[src/rtl/hazard_scoreboard.sv]
// Register-hazard scoreboard: tracks in-flight writers per stage and raises stall/forwarding selects.
// Optional macro FORWARDING_EN enables youngest-stage forwarding with load-use stalls only.
module hazard_scoreboard #(
  parameter int NREGS = 16,
  parameter int DEPTH = 3,
  parameter int CNT_W = 16,
  localparam int REG_W  = (NREGS > 1) ? $clog2(NREGS) : 1,
  localparam int FSEL_W = $clog2(DEPTH + 1)
) (
  input  logic              clk,
  input  logic              rst,
  input  logic              issue_valid,
  input  logic              issue_wb_en,
  input  logic [REG_W-1:0]  issue_dest,
  input  logic              issue_is_load,
  input  logic [REG_W-1:0]  src1,
  input  logic [REG_W-1:0]  src2,
  input  logic              src1_en,
  input  logic              src2_en,
  input  logic              flush,
  output logic              hazard,
  output logic [FSEL_W-1:0] fwd_sel1,
  output logic [FSEL_W-1:0] fwd_sel2,
  output logic [CNT_W-1:0]  stall_cnt
);

  function automatic logic [CNT_W-1:0] sat_inc(input logic [CNT_W-1:0] v);
    return (&v) ? v : v + 1'b1;
  endfunction

  logic [DEPTH-1:0] sb_vld;
  logic [DEPTH-1:0] sb_load;
  logic [REG_W-1:0] sb_dest [DEPTH];
  logic [DEPTH-1:0] m1, m2;
  logic             raw;
  logic             load_en;

  always_comb begin
    m1 = '0;
    m2 = '0;
    for (int k = 0; k < DEPTH; k++) begin
      m1[k] = src1_en && sb_vld[k] && (sb_dest[k] == src1);
      m2[k] = src2_en && sb_vld[k] && (sb_dest[k] == src2);
    end
  end

`ifdef FORWARDING_EN
  // Only a load still in EXE cannot be forwarded in time.
  assign raw = (m1[0] | m2[0]) & sb_load[0];

  // Scan oldest to youngest so the youngest match overwrites.
  always_comb begin
    fwd_sel1 = '0;
    fwd_sel2 = '0;
    for (int k = DEPTH - 1; k >= 0; k--) begin
      if (m1[k]) fwd_sel1 = FSEL_W'(k + 1);
      if (m2[k]) fwd_sel2 = FSEL_W'(k + 1);
    end
  end
`else
  logic unused_load;
  assign unused_load = ^sb_load;
  assign raw         = |(m1 | m2);
  assign fwd_sel1    = '0;
  assign fwd_sel2    = '0;
`endif

  assign hazard  = issue_valid && !flush && raw;
  assign load_en = issue_valid && issue_wb_en && !hazard && !flush;

  // Stage 0 takes the issuing writer or a bubble; later stages always shift.
  always_ff @(posedge clk) begin
    if (rst) begin
      sb_vld    <= '0;
      sb_load   <= '0;
      stall_cnt <= '0;
      for (int k = 0; k < DEPTH; k++) sb_dest[k] <= '0;
    end else begin
      sb_vld[0]  <= load_en;
      sb_load[0] <= load_en && issue_is_load;
      sb_dest[0] <= load_en ? issue_dest : '0;
      for (int k = 1; k < DEPTH; k++) begin
        sb_vld[k]  <= sb_vld[k-1];
        sb_load[k] <= sb_load[k-1];
        sb_dest[k] <= sb_dest[k-1];
      end
      if (hazard) stall_cnt <= sat_inc(stall_cnt);
    end
  end

endmodule

[config.mk]
export PLATFORM = sky130hd
export DESIGN_NAME = hazard_scoreboard
export DESIGN_NICKNAME = d
export VERILOG_FILES = /design/src/rtl/hazard_scoreboard.sv
export SDC_FILE = /design/constraint.sdc
export NUM_CORES = 1
export LEC_CHECK = 0
export CORE_UTILIZATION = 48
export DETAILED_ROUTE_END_ITERATION = 16
export HOLD_SLACK_MARGIN = 0.15
export PLACE_DENSITY = 0.79
export SYNTH_ARGS = -nofsm -noshare
export SYNTH_HDL_FRONTEND = slang
export SYNTH_SLANG_ARGS = --single-unit
[constraint.sdc]
create_clock -name clk -period 3 [get_ports clk]
set_input_delay 0.9 -clock clk [delete_from_list [all_inputs] [get_ports clk]]
set_output_delay 0.9 -clock clk [all_outputs]
set_load 0.05 [all_outputs]
Yosys cells after proc, flatten, opt, wreduce, memory -nomap -nowiden
Memory sizes are Yosys's and may differ from the RTL's.
Cells that the tools add are included.
{ "classes": {"bitwise": 5, "n_mux": 7, "add_sub_neg": 1, "eq_ne": 6, "n_reduce_logical": 22} }
{ "op_table": {"columns": ["op", "n"], "rows": [
  ["== test 4 bit", 6],
  ["logical AND 1 bit", 17],
  ["adder 16 x 1 -> 16 bit (second input constant)", 1],
  ["2-to-1 mux 4 bit", 4],
  ["AND reduction 16 bit", 1],
  ["2-to-1 mux 1 bit", 3],
  ["OR 1 bit", 3],
  ["OR 3 bit", 1],
  ["OR reduction 3 bit", 1],
  ["zero test 1 bit", 2],
  ["AND reduction 2 bit", 1],
  ["inverter 1 bit", 1]
]} }
{ "totals": {"n_memories": 1, "input_bits": 20, "elab_cells": 44, "output_inout_bits": 21, "ram_bits": 12, "ff_bits": 19} }
{ "memory_table": {"columns": ["name", "depth", "width", "read_ports", "rd_clocked_by_memory_dff", "wr", "line_no", "text"], "rows": [
  ["sb_dest", 3, 4, 3, 0, 3, "33", "logic [REG_W-1:0] sb_dest [DEPTH];"]
]} }

Depth between registers and ports, before layout
Gate-level depths: netlist (run 1).
An unclocked memory read counts as a cell.
{ "logic_depth": {"word_depth": 11, "ltp_mapped": 9, "depth_no_buf": 7} }

Worst setup path after synthesis (run 1)
OpenSTA, ideal clock, no wires.
{ "synth_path": {"path_kind": "input-to-output", "start": "input src2[0]", "end": "output hazard", "stages": 8, "required_ns": 2.100, "slack_ns": -0.458, "arrival_time_ns": 2.558, "n_path_buf": 2, "path_cell_list": "xor2_1 > nor3_1 > nand4_1 > and4_4 > and2_4 > buf_6 > buf_6 > nor2_1"} }
{ "synth_between": {"elab_chain_len": 5, "word_cells_on_any_way": 9, "cone_classes": "3 x eq/ne; 1 x bitwise; 5 x reduce/logical"} }
{ "synth_rtl": {"columns": ["element", "line_no", "text"], "rows": [
  ["from (decl)", "17", "input logic [REG_W-1:0] src2,"],
  ["== test 4 bit", "43", "m2[k] = src2_en && sb_vld[k] && (sb_dest[k] == src2);"],
  ["logical AND 1 bit", "43", null],
  ["OR 3 bit *", "63", "assign raw = |(m1 | m2);"],
  ["OR reduction 3 bit *", "63", null],
  ["logical AND 1 bit *", "68", "assign hazard = issue_valid && !flush && raw;"],
  ["to (decl)", "21", "output logic hazard,"]
]} }
Every way passes the cells marked *; elsewhere a longest branch is shown, timed or not.

Worst setup path in the final report (run 1)
{ "layout_path": {"start": "input src2[3]", "end": "output hazard"} }
The elaborated chain is that of the path after synthesis.

==> flow_metrics.env, run 1 <==
export IMPL_start_util=0.521
export IMPL_synth_seq_area_share=0.381
export IMPL_period_needed_ns=3.02
export IMPL_port_buffers=35
export IMPL_placed_cell_area_sq_um=2080
export IMPL_clkPwrFrac=0.411
export IMPL_crit_chain="buf_6, xor2_1, nor3_2, nand4_1, and4_4, and2_4, nor2_4, buf_12"
export IMPL_max_freq_mhz=331
export IMPL_rows=20
export IMPL_clk_pin_slew_ns=0.11
export IMPL_start_kind="input port"
export IMPL_p_total_mw=0.859
export IMPL_vias=1496
export IMPL_ys_ff_latch=31
export IMPL_finalHoldViolCount=0
export IMPL_routed_wl_met3_um=164
export IMPL_intPower_mw=0.653
export IMPL_fill_cells=235
export IMPL_yosysTopAreaCell="dfxtp_1"
export IMPL_ir_drop_mv=0.265
export IMPL_area_growth_pct=40.9
export IMPL_yosys_cell_types_count=40
export IMPL_postRouteAntennaNets=0
export IMPL_path_buf_inv=2
export IMPL_power_leakage_nw=0.899
export IMPL_dp_hpwl_um=2750
export IMPL_combPwrFrac=0.105
export IMPL_timing_final_max_slew_violations=0
export IMPL_layoutNonFillerInstCount=282
export IMPL_period_share=1.01
export IMPL_n_antenna_cell=0
export IMPL_wl_met1_um=1790
export IMPL_synth_yosys_warnings=0
export IMPL_grt_max_degree=20
export IMPL_grt_use_total=0.245
export IMPL_clk_path_buf_depth=2
export IMPL_drtPass1Iterations=4
export IMPL_syn_mean_instance_area_sq_um=8.95
export IMPL_dieWidth_um=60.3
export IMPL_fin_util=0.734
export IMPL_grt_overflow=0
export IMPL_drv_cap=0
export IMPL_post_place_ws_ns=-0.460
export IMPL_die_h_um=60.3
export IMPL_routed_top_layer="met4"
export IMPL_worst_ep_arrival_time_ns=2.12
export IMPL_worst_pin_slew_ns=0.567
export IMPL_synth_top_cell_area_share=0.381
export IMPL_antenna_found_initial=0
export IMPL_htree_levels=2
export IMPL_pwr_density_cell_nw_per_um2=374
export IMPL_sw_frac_of_total=0.240
export IMPL_drc=0
export IMPL_wl_met2_um=1940
export IMPL_via_per_inst=5.30
export IMPL_skew_ns=0.0159
export IMPL_endpoint_kind="output pin"
export IMPL_cts_tree="done"
export IMPL_die_area_sq_um=3630
export IMPL_cts_sinks=31
export IMPL_fin_nets=258
export IMPL_final_setup_viol_count=1
export IMPL_routabilityCongestion=0.909
export IMPL_reg2reg_depth=15
export IMPL_drt_total_wl_um=3990
export IMPL_crit_slowest_cell="nor3_2"
export IMPL_clk_insertion_delay_late_ns=0.35
export IMPL_register_area_sq_um=621
export IMPL_cp_max_fo=3
export IMPL_violations="negative setup slack"
export IMPL_grt_pass1_wl_um=6430
export IMPL_io_pins=41
export IMPL_synth_area_leaders="dfxtp_1 38%, xor2_1 8.1%, nor2b_1 6.1%"
export IMPL_synthesis_area_sq_um=1630
export IMPL_slowest_delay_ns=0.25
export IMPL_dp_cells=265
export IMPL_drive_gt1_frac=0.235
export IMPL_worst_hold_slack_ns=0.487
export IMPL_cp_top_family="simple AND/OR/NAND/NOR gates"
export IMPL_pwr_share_seq=0.484
export IMPL_power_switching_mw=0.206
export IMPL_finalSetupTns_ns=-0.0168
export IMPL_grt_pass1_vias=1483
export IMPL_slew_limit_headroom=0.620
export IMPL_wire_per_inst_um=14.2
export IMPL_first_iter_violations=55
export IMPL_holdPathStages=1
export IMPL_cts_inserted_buffers=5
export IMPL_syn_inst=182
export IMPL_multi_input_area_sq_um=1010
export IMPL_status="complete, but fails checks"
export IMPL_path_class="input port to output pin"
export IMPL_path_depth=8
export IMPL_setup_slack_ns=-0.0168
export IMPL_hp_class="flip-flop to flip-flop"
export IMPL_rsz0062_at_grt="true"
export IMPL_final_area_sq_um=2300
export IMPL_core_area_sq_um=3130
export IMPL_crit_required_ns=2.10
export IMPL_clockRootBuffer="clkbuf_4"
==> layer usage <==
metal | global-route usage | vias to the layer above
met2 | 0.421 | 45
met5 | 0 | -
met1 | 0.277 | 704
met3 | 0.0736 | 10
met4 | 0.106 | 0
li1 | - | 737
==> cell usage after synthesis <==
cell type	count
dfxtp_1	31
xor2_1	15
xnor2_1	9
a221oi_1	1
mux2_1	3
buf_6	2
or4_1	2
o31ai_1	2
and2_4	1
and4_1	2
nand2b_1	4
nor4_1	3
nand3_1	7
or3_1	2
mux2_2	4
buf_4	4
ha_1	1
a211oi_1	2
o211ai_1	1
clkbuf_1	5
a21oi_1	6
o31a_1	1
a31oi_1	2
o21ba_1	1
nand4_1	7
and4_4	1
and4b_1	1
and2_1	4
o22ai_1	1
inv_1	3
conb_1	1
o21ai_0	2
nor2b_1	16
nor3b_1	1
nor3_1	7
nor4b_2	1
nor2_1	15
and3_1	5
mux2i_1	1
nand2_1	5
==> power groups by stage <==
stage / Sequential (mW) / Combinational [mW] / Clock, mW
2_1_floorplan: 0.425 / 0.0435 / 0
3_3_place_gp: 0.425 / 0.0824 / 0
3_5_place_dp: 0.426 / 0.0840 / 0
4_1_cts: 0.416 / 0.0858 / 0.353
5_1_grt: 0.417 / 0.0964 / 0.377
6_report: 0.416 / 0.0899 / 0.353
==> cells by family after synthesis <==
logic type                 synth area share
buffers and inverters                0.0507
other                               0.00230
adders and majority gates           0.00768
and+or+nand+nor                       0.299
muxes                                0.0545
xor gates and xnor gates              0.129
DFF                                   0.381
AOI/OAI and AO/OA                    0.0760
==> registers in the layout, indices dropped and copies added (netlist names) <==
signal     cells
stall_cnt     16
sb_vld         3
sb_dest       12
==> cell usage in the layout (no fill, tap or decap), types with 3 or more instances in the layout <==
cell / n
clkbuf_4: 5
buf_6: 5
nor3_2: 3
and3_1: 5
and2_1: 4
nor3_1: 4
nand3_1: 7
dfxtp_1: 31
nand2_1: 5
conb_1: 4
nand4_1: 7
buf_4: 21
nor2_1: 14
a21oi_1: 6
mux2_2: 4
mux2_1: 3
xnor2_1: 7
xor2_1: 14
inv_1: 3
clkdlybuf4s50_1: 24
nor2b_1: 16
nand2b_1: 4
==> path summary, 6_finish.rpt <==
| kind | slack, ns | from | endpoint |
|---|---|---|---|
| worst max-delay path | -0.02 | src2[3] | hazard |
| worst min-delay path | 0.49 | sb_vld[1] | sb_vld[2] |
| worst max register to register | 0.44 | sb_dest[0][10] | stall_cnt[13] |
| worst min register to register | 0.49 | sb_vld[1] | sb_vld[2] |
==> area by class of cell <==
type / count / share of cell area
Clock inverter: 2 / 0.0153
Clock buffer: 6 / 0.0223
Multi-Input combinational cell: 140 / 0.440
Inverter: 3 / 0.00490
Tap cell: 44 / 0.0240
Timing Repair Buffer: 56 / 0.223
Sequential cell: 31 / 0.270
==> what timing repair did <==
action,in CTS,in global routing
buffers inserted,9,1
hold buffers,0,0
resized for setup,44,8
endpoints found under the setup margin,1,3
pin swaps,13,13
No activity file was read; power rests on OpenSTA's default activity.
==> inputs of run 2 (changes only) <==
PLACE_DENSITY = unset   (was 0.79)
PLACE_DENSITY_LB_ADDON = 0.08   (was unset)
==> run 2 against run 1 <==
Effect of this change:
- the run still ends with negative setup slack left
- combinational power shrank 5.1%
- clock-buffer cell count down 1
- routed wire length fell by 12%
- utilization decreased by 4.1 points
- total power is 11% lower
- critical path type unchanged
- largest cell class unchanged
- largest power group unchanged
- highest routed layer unchanged
==> flow_metrics.env, run 2 (synthesis results as in run 1) <==
export IMPL_regMostFlops="stall_cnt"
export IMPL_layoutNonFillerInstCount=275
export IMPL_htree_levels=2
export IMPL_drtPass1Iterations=4
export IMPL_grt_overflow=0
export IMPL_setup_slack_ns=-0.00272
export IMPL_clk_insertion_delay_late_ns=0.35
export IMPL_area_growth_pct=33.0
export IMPL_endpoint_kind="output pin"
export IMPL_vias=1443
export IMPL_worst_ep_arrival_time_ns=2.10
export IMPL_rows=20
export IMPL_clk_pin_slew_ns=0.11
export IMPL_clkPwrFrac=0.342
export IMPL_power_switching_mw=0.214
export IMPL_cts_hold_buffers=0
export IMPL_status="complete, but fails checks"
export IMPL_cts_sinks=31
export IMPL_drive_gt1_frac=0.177
export IMPL_clockRootBuffer="clkbuf_4"
export IMPL_ir_drop_mv=0.288
export IMPL_dieWidth_um=60.3
export IMPL_port_buffers=35
export IMPL_routabilityCongestion=0.968
export IMPL_sw_frac_of_total=0.281
export IMPL_cp_max_fo=3
export IMPL_final_cell_mix="31 x dfxtp_1, 24 x clkdlybuf4s50_1, 16 x nor2b_1"
export IMPL_crit_required_ns=2.10
export IMPL_drv_cap=0
export IMPL_cts_inserted_buffers=5
export IMPL_rsz0062_at_grt="true"
export IMPL_fin_nets=251
export IMPL_path_class="input port to output pin"
export IMPL_cts_tree="done"
export IMPL_die_area_sq_um=3630
export IMPL_grt_pass1_vias=1358
export IMPL_p_total_mw=0.763
export IMPL_grt_use_total=0.227
export IMPL_worst_pin_slew_ns=0.542
export IMPL_first_iter_violations=61
export IMPL_holdPathStages=1
export IMPL_finalHoldViolCount=0
export IMPL_antenna_found_initial=0
export IMPL_grt_max_degree=19
export IMPL_reg2reg_depth=8
export IMPL_drc=0
export IMPL_fin_util=0.693
export IMPL_period_share=1.00
export IMPL_via_per_inst=5.25
export IMPL_pwr_density_cell_nw_per_um2=352
export IMPL_hp_class="flip-flop to flip-flop"
export IMPL_io_pins=41
export IMPL_start_util=0.521
export IMPL_final_setup_viol_count=1
export IMPL_dp_cells=267
export IMPL_skew_ns=0.00848
export IMPL_violations="negative setup slack"
export IMPL_period_needed_ns=3.00
export IMPL_mostFrequentLayoutCell="dfxtp_1"
export IMPL_n_antenna_cell=0
export IMPL_power_leakage_nw=0.842
export IMPL_dp_hpwl_um=2690
export IMPL_largest_register_ff_count=16
export IMPL_combPwrFrac=0.112
export IMPL_grt_pass1_wl_um=5990
export IMPL_postRouteAntennaNets=0
export IMPL_wire_per_inst_um=12.8
export IMPL_fill_cells=256
export IMPL_pwr_share_seq=0.546
export IMPL_slew_limit_headroom=0.638
export IMPL_start_kind="input port"
export IMPL_clk_path_buf_depth=2
export IMPL_intPower_mw=0.548
export IMPL_die_h_um=60.3
export IMPL_core_area_sq_um=3130
export IMPL_drt_total_wl_um=3520
export IMPL_reg_top3="stall_cnt: 16 flops, sb_dest: 12 flops, sb_vld: 3 flops"
export IMPL_final_area_sq_um=2170
export IMPL_placed_cell_area_sq_um=2100
export IMPL_max_freq_mhz=333
export IMPL_timing_final_max_slew_violations=0
export IMPL_finalSetupTns_ns=-0.00272
## run 2: cell types whose count changed in the layout (fill, tap and decap cells not counted), moves of 2 or more
cell	delta
clkinv_4	+2
a211oi_2	-2
xnor2_1	+2
a211oi_1	+2
xnor2_2	-2
buf_4	-8
## run 2: through the flow
stage               setup slack, ns  hold slack, ns
floorplan                   -0.0707           0.460
global placement             -0.426           0.476
detailed placement           -0.532           0.483
CTS                        -0.00643           0.502
global route                -0.0711           0.527
finish                     -0.00272           0.498
## run 2: final timing paths
check,from,slack (ns),endpoint
hold reg to reg,sb_vld[1],0.50,sb_vld[2]
setup reg to reg,sb_dest[0][6],0.80,stall_cnt[5]
hold / removal,sb_vld[1],0.50,sb_vld[2]
setup / recovery,src2[2],-0.003,hazard
## run 2: area by class of cell
| cell class | count | area (sq um) | share of cell area |
|---|---|---|---|
| multi-input cells | 140 | 962 | 0.444 |
| flip-flops and latches | 31 | 621 | 0.286 |
| repair buffers | 49 | 455 | 0.210 |
| well taps | 44 | 55.1 | 0.0254 |
| clock buffers | 5 | 37.5 | 0.0173 |
| clock inverters | 3 | 25.0 | 0.0115 |
| inverters | 3 | 11.3 | 0.00520 |
## run 2: what timing repair did
| action | in CTS | in global routing |
|---|---|---|
| setup endpoints to repair | 2 | 1 |
| resized for setup | 42 | 1 |
| setup buffers | 0 | 0 |
| pin swaps | 13 | 0 |
## run 2: critical path, cell delays in order
cell and delay (ns):
buf_6 0.10, xor2_1 0.15, nor3_1 0.23, nand4_1 0.12, and4_4 0.19, and2_4 0.14
nor2_4 0.12, buf_12 0.14
## run 2: layer usage
| metal | vias up | GRT usage | wire (um) |
|---|---|---|---|
| met5 | - | 0 | 0 |
| met4 | 0 | 0.103 | 59 |
| met3 | 7 | 0.0693 | 225 |
| met2 | 48 | 0.344 | 1640 |
| met1 | 666 | 0.293 | 1590 |
| li1 | 722 | - | - |
## run 2: power groups by stage
stage / Combinational, mW / Clock, mW / Sequential [mW]
final: 0.0853 / 0.261 / 0.416
after global routing: 0.0918 / 0.287 / 0.417
after CTS: 0.0845 / 0.267 / 0.416
after detailed placement: 0.0852 / 0 / 0.426
after global placement: 0.0838 / 0 / 0.425
after floorplan: 0.0435 / 0 / 0.425
==> inputs of run 3 (changes only) <==
CORE_UTILIZATION = 25   (was 48)
==> run 3 against run 2 <==
Effect of this change:
- the flow now finishes without violations
- non-clock buffer count up 9
- worst hold slack worse by 0.0059 ns
- highest routed layer unchanged
- flip-flop and latch count unchanged
- largest cell class unchanged
- critical path depth unchanged
==> flow_metrics.env, run 3 (synthesis results as in run 1) <==
export IMPL_status="completed"
export IMPL_final_cell_mix="31 x dfxtp_1, 24 x clkdlybuf4s50_1, 23 x buf_4"
export IMPL_via_per_inst=4.53
export IMPL_clockRootBuffer="clkbuf_8"
export IMPL_dp_hpwl_um=3010
export IMPL_met1_usage=0.153
export IMPL_area_growth_pct=44.9
export IMPL_timing_final_max_slew_violations=0
export IMPL_grt_use_total=0.125
export IMPL_grt_pass1_vias=1375
export IMPL_vias=1437
export IMPL_clk_path_buf_depth=2
export IMPL_htree_levels=2
export IMPL_cp_max_fo=3
export IMPL_largest_register_ff_count=16
export IMPL_endpoint_kind="output pin"
export IMPL_skew_ns=0.00700
export IMPL_cts_hold_buffers=0
export IMPL_grt_overflow=0
export IMPL_power_switching_mw=0.206
export IMPL_postRouteAntennaNets=0
export IMPL_io_pins=41
export IMPL_min_from="sb_vld[1]"
export IMPL_drc=0
export IMPL_power_leakage_nw=0.917
export IMPL_final_setup_viol_count=0
export IMPL_sw_frac_of_total=0.221
export IMPL_clk_insertion_delay_late_ns=0.28
export IMPL_path_class="input port to output pin"
export IMPL_clk_pin_slew_ns=0.07
export IMPL_drive_gt1_frac=0.229
export IMPL_crit_required_ns=2.10
export IMPL_ir_drop_mv=0.205
export IMPL_pwr_density_cell_nw_per_um2=395
export IMPL_fin_nets=260
export IMPL_drtPass1Iterations=4
export IMPL_mostFrequentLayoutCell="dfxtp_1"
export IMPL_port_buffers=35
export IMPL_grt_pass1_wl_um=6340
export IMPL_grt_use_met3=0.0275
export IMPL_cp_startpoint="src2[2]"
export IMPL_start_kind="input port"
export IMPL_worst_ep_arrival_time_ns=2.06
export IMPL_first_iter_violations=45
export IMPL_period_needed_ns=2.96
export IMPL_grt_busiest_layer="met2"
export IMPL_finalHoldViolCount=0
export IMPL_die_area_sq_um=6840
export IMPL_layoutNonFillerInstCount=317
export IMPL_grt_max_degree=19
export IMPL_hp_class="flip-flop to flip-flop"
export IMPL_antenna_found_initial=0
export IMPL_cts_tree="done"
export IMPL_max_freq_mhz=338
export IMPL_rows=29
export IMPL_core_area_sq_um=6310
export IMPL_p_total_mw=0.932
export IMPL_combPwrFrac=0.095
export IMPL_clkPwrFrac=0.458
export IMPL_die_h_um=82.7
export IMPL_start_util=0.258
export IMPL_n_antenna_cell=0
export IMPL_pwr_share_seq=0.447
export IMPL_routabilityCongestion=0.758
export IMPL_worst_pin_slew_ns=0.509
export IMPL_reg_top3="stall_cnt: 16 flops, sb_dest: 12 flops, sb_vld: 3 flops"
export IMPL_period_share=0.987
export IMPL_rsz0062_at_grt="true"
export IMPL_drv_cap=0
export IMPL_reg2reg_from="sb_dest[0][10]"
export IMPL_wire_per_inst_um=12.6
export IMPL_fin_util=0.374
export IMPL_cts_sinks=31
export IMPL_cts_inserted_buffers=5
export IMPL_dp_cells=302
export IMPL_met2_usage=0.212
export IMPL_dieWidth_um=82.7
export IMPL_slew_limit_headroom=0.660
export IMPL_intPower_mw=0.726
export IMPL_regMostFlops="stall_cnt"
export IMPL_drt_total_wl_um=3990
-- run 3: changes by cell type in the layout (fill, tap and decap cells not counted), moves of 2 or more --
cell,delta
a211oi_1,-2
a211oi_2,+2
buf_4,+10
buf_6,-2
clkbuf_4,-5
clkbuf_8,+6
clkinv_4,-2
-- run 3: timing repair --
item	in CTS	in global routing
endpoints found under the setup margin	1	3
pin swaps	13	9
gates resized for setup	38	10
buffers inserted	7	0
-- run 3: final timing paths --
path | cells past startpoint | slack [ns] | to
max reg2reg | 15 | 0.50 | stall_cnt[11]
max | 8 | 0.04 | hazard
min | 1 | 0.49 | sb_vld[2]
min reg2reg | 1 | 0.49 | sb_vld[2]
-- run 3: layout make-up --
cell class / instances / area (sq um)
Clock buffer: 6 / 82.6
Clock inverter: 2 / 35.0
Fill cell: 668 / 3950
Inverter: 3 / 11.3
Multi-Input combinational cell: 140 / 992
Sequential cell: 31 / 621
Tap cell: 77 / 96.3
Timing Repair Buffer: 58 / 523
-- run 3: stage by stage --
step / area [sq um] / setup WS [ns] / hold WS [ns] / TNS [ns]
finish: 2360 / 0.0403 / 0.492 / 0
global route: 2360 / -0.0441 / 0.510 / -0.0441
CTS: 2320 / 0.00244 / 0.495 / 0
detailed placement: 2150 / -0.417 / 0.485 / -2.41
global placement: 2150 / -0.426 / 0.477 / -2.33
floorplan: 1650 / -0.0707 / 0.460 / -0.0707
-- run 3: power by group through the flow --
stage	registers, mW	clock network [mW]	logic [mW]
floorplan	0.425	0	0.0435
global placement	0.426	0	0.0873
detailed placement	0.426	0	0.0881
CTS	0.416	0.441	0.0859
global route	0.416	0.467	0.0967
finish	0.416	0.427	0.0886
-- run 3: worst max-delay path, cell delays in order --
cell and delay [ns]:
buf_2 0.13, xor2_1 0.16, nor3_1 0.18, nand4_1 0.11
and4_4 0.18, and2_4 0.17, nor2_4 0.09, buf_12 0.14
-- run 3: per-layer routing --
layer | wire length, um | vias up | share of wire
li1 | - | 738 | -
met1 | 1860 | 670 | 0.47
met2 | 1960 | 27 | 0.49
met3 | 151 | 2 | 0.038
met4 | 19 | 0 | 0.0048
met5 | 0 | - | 0
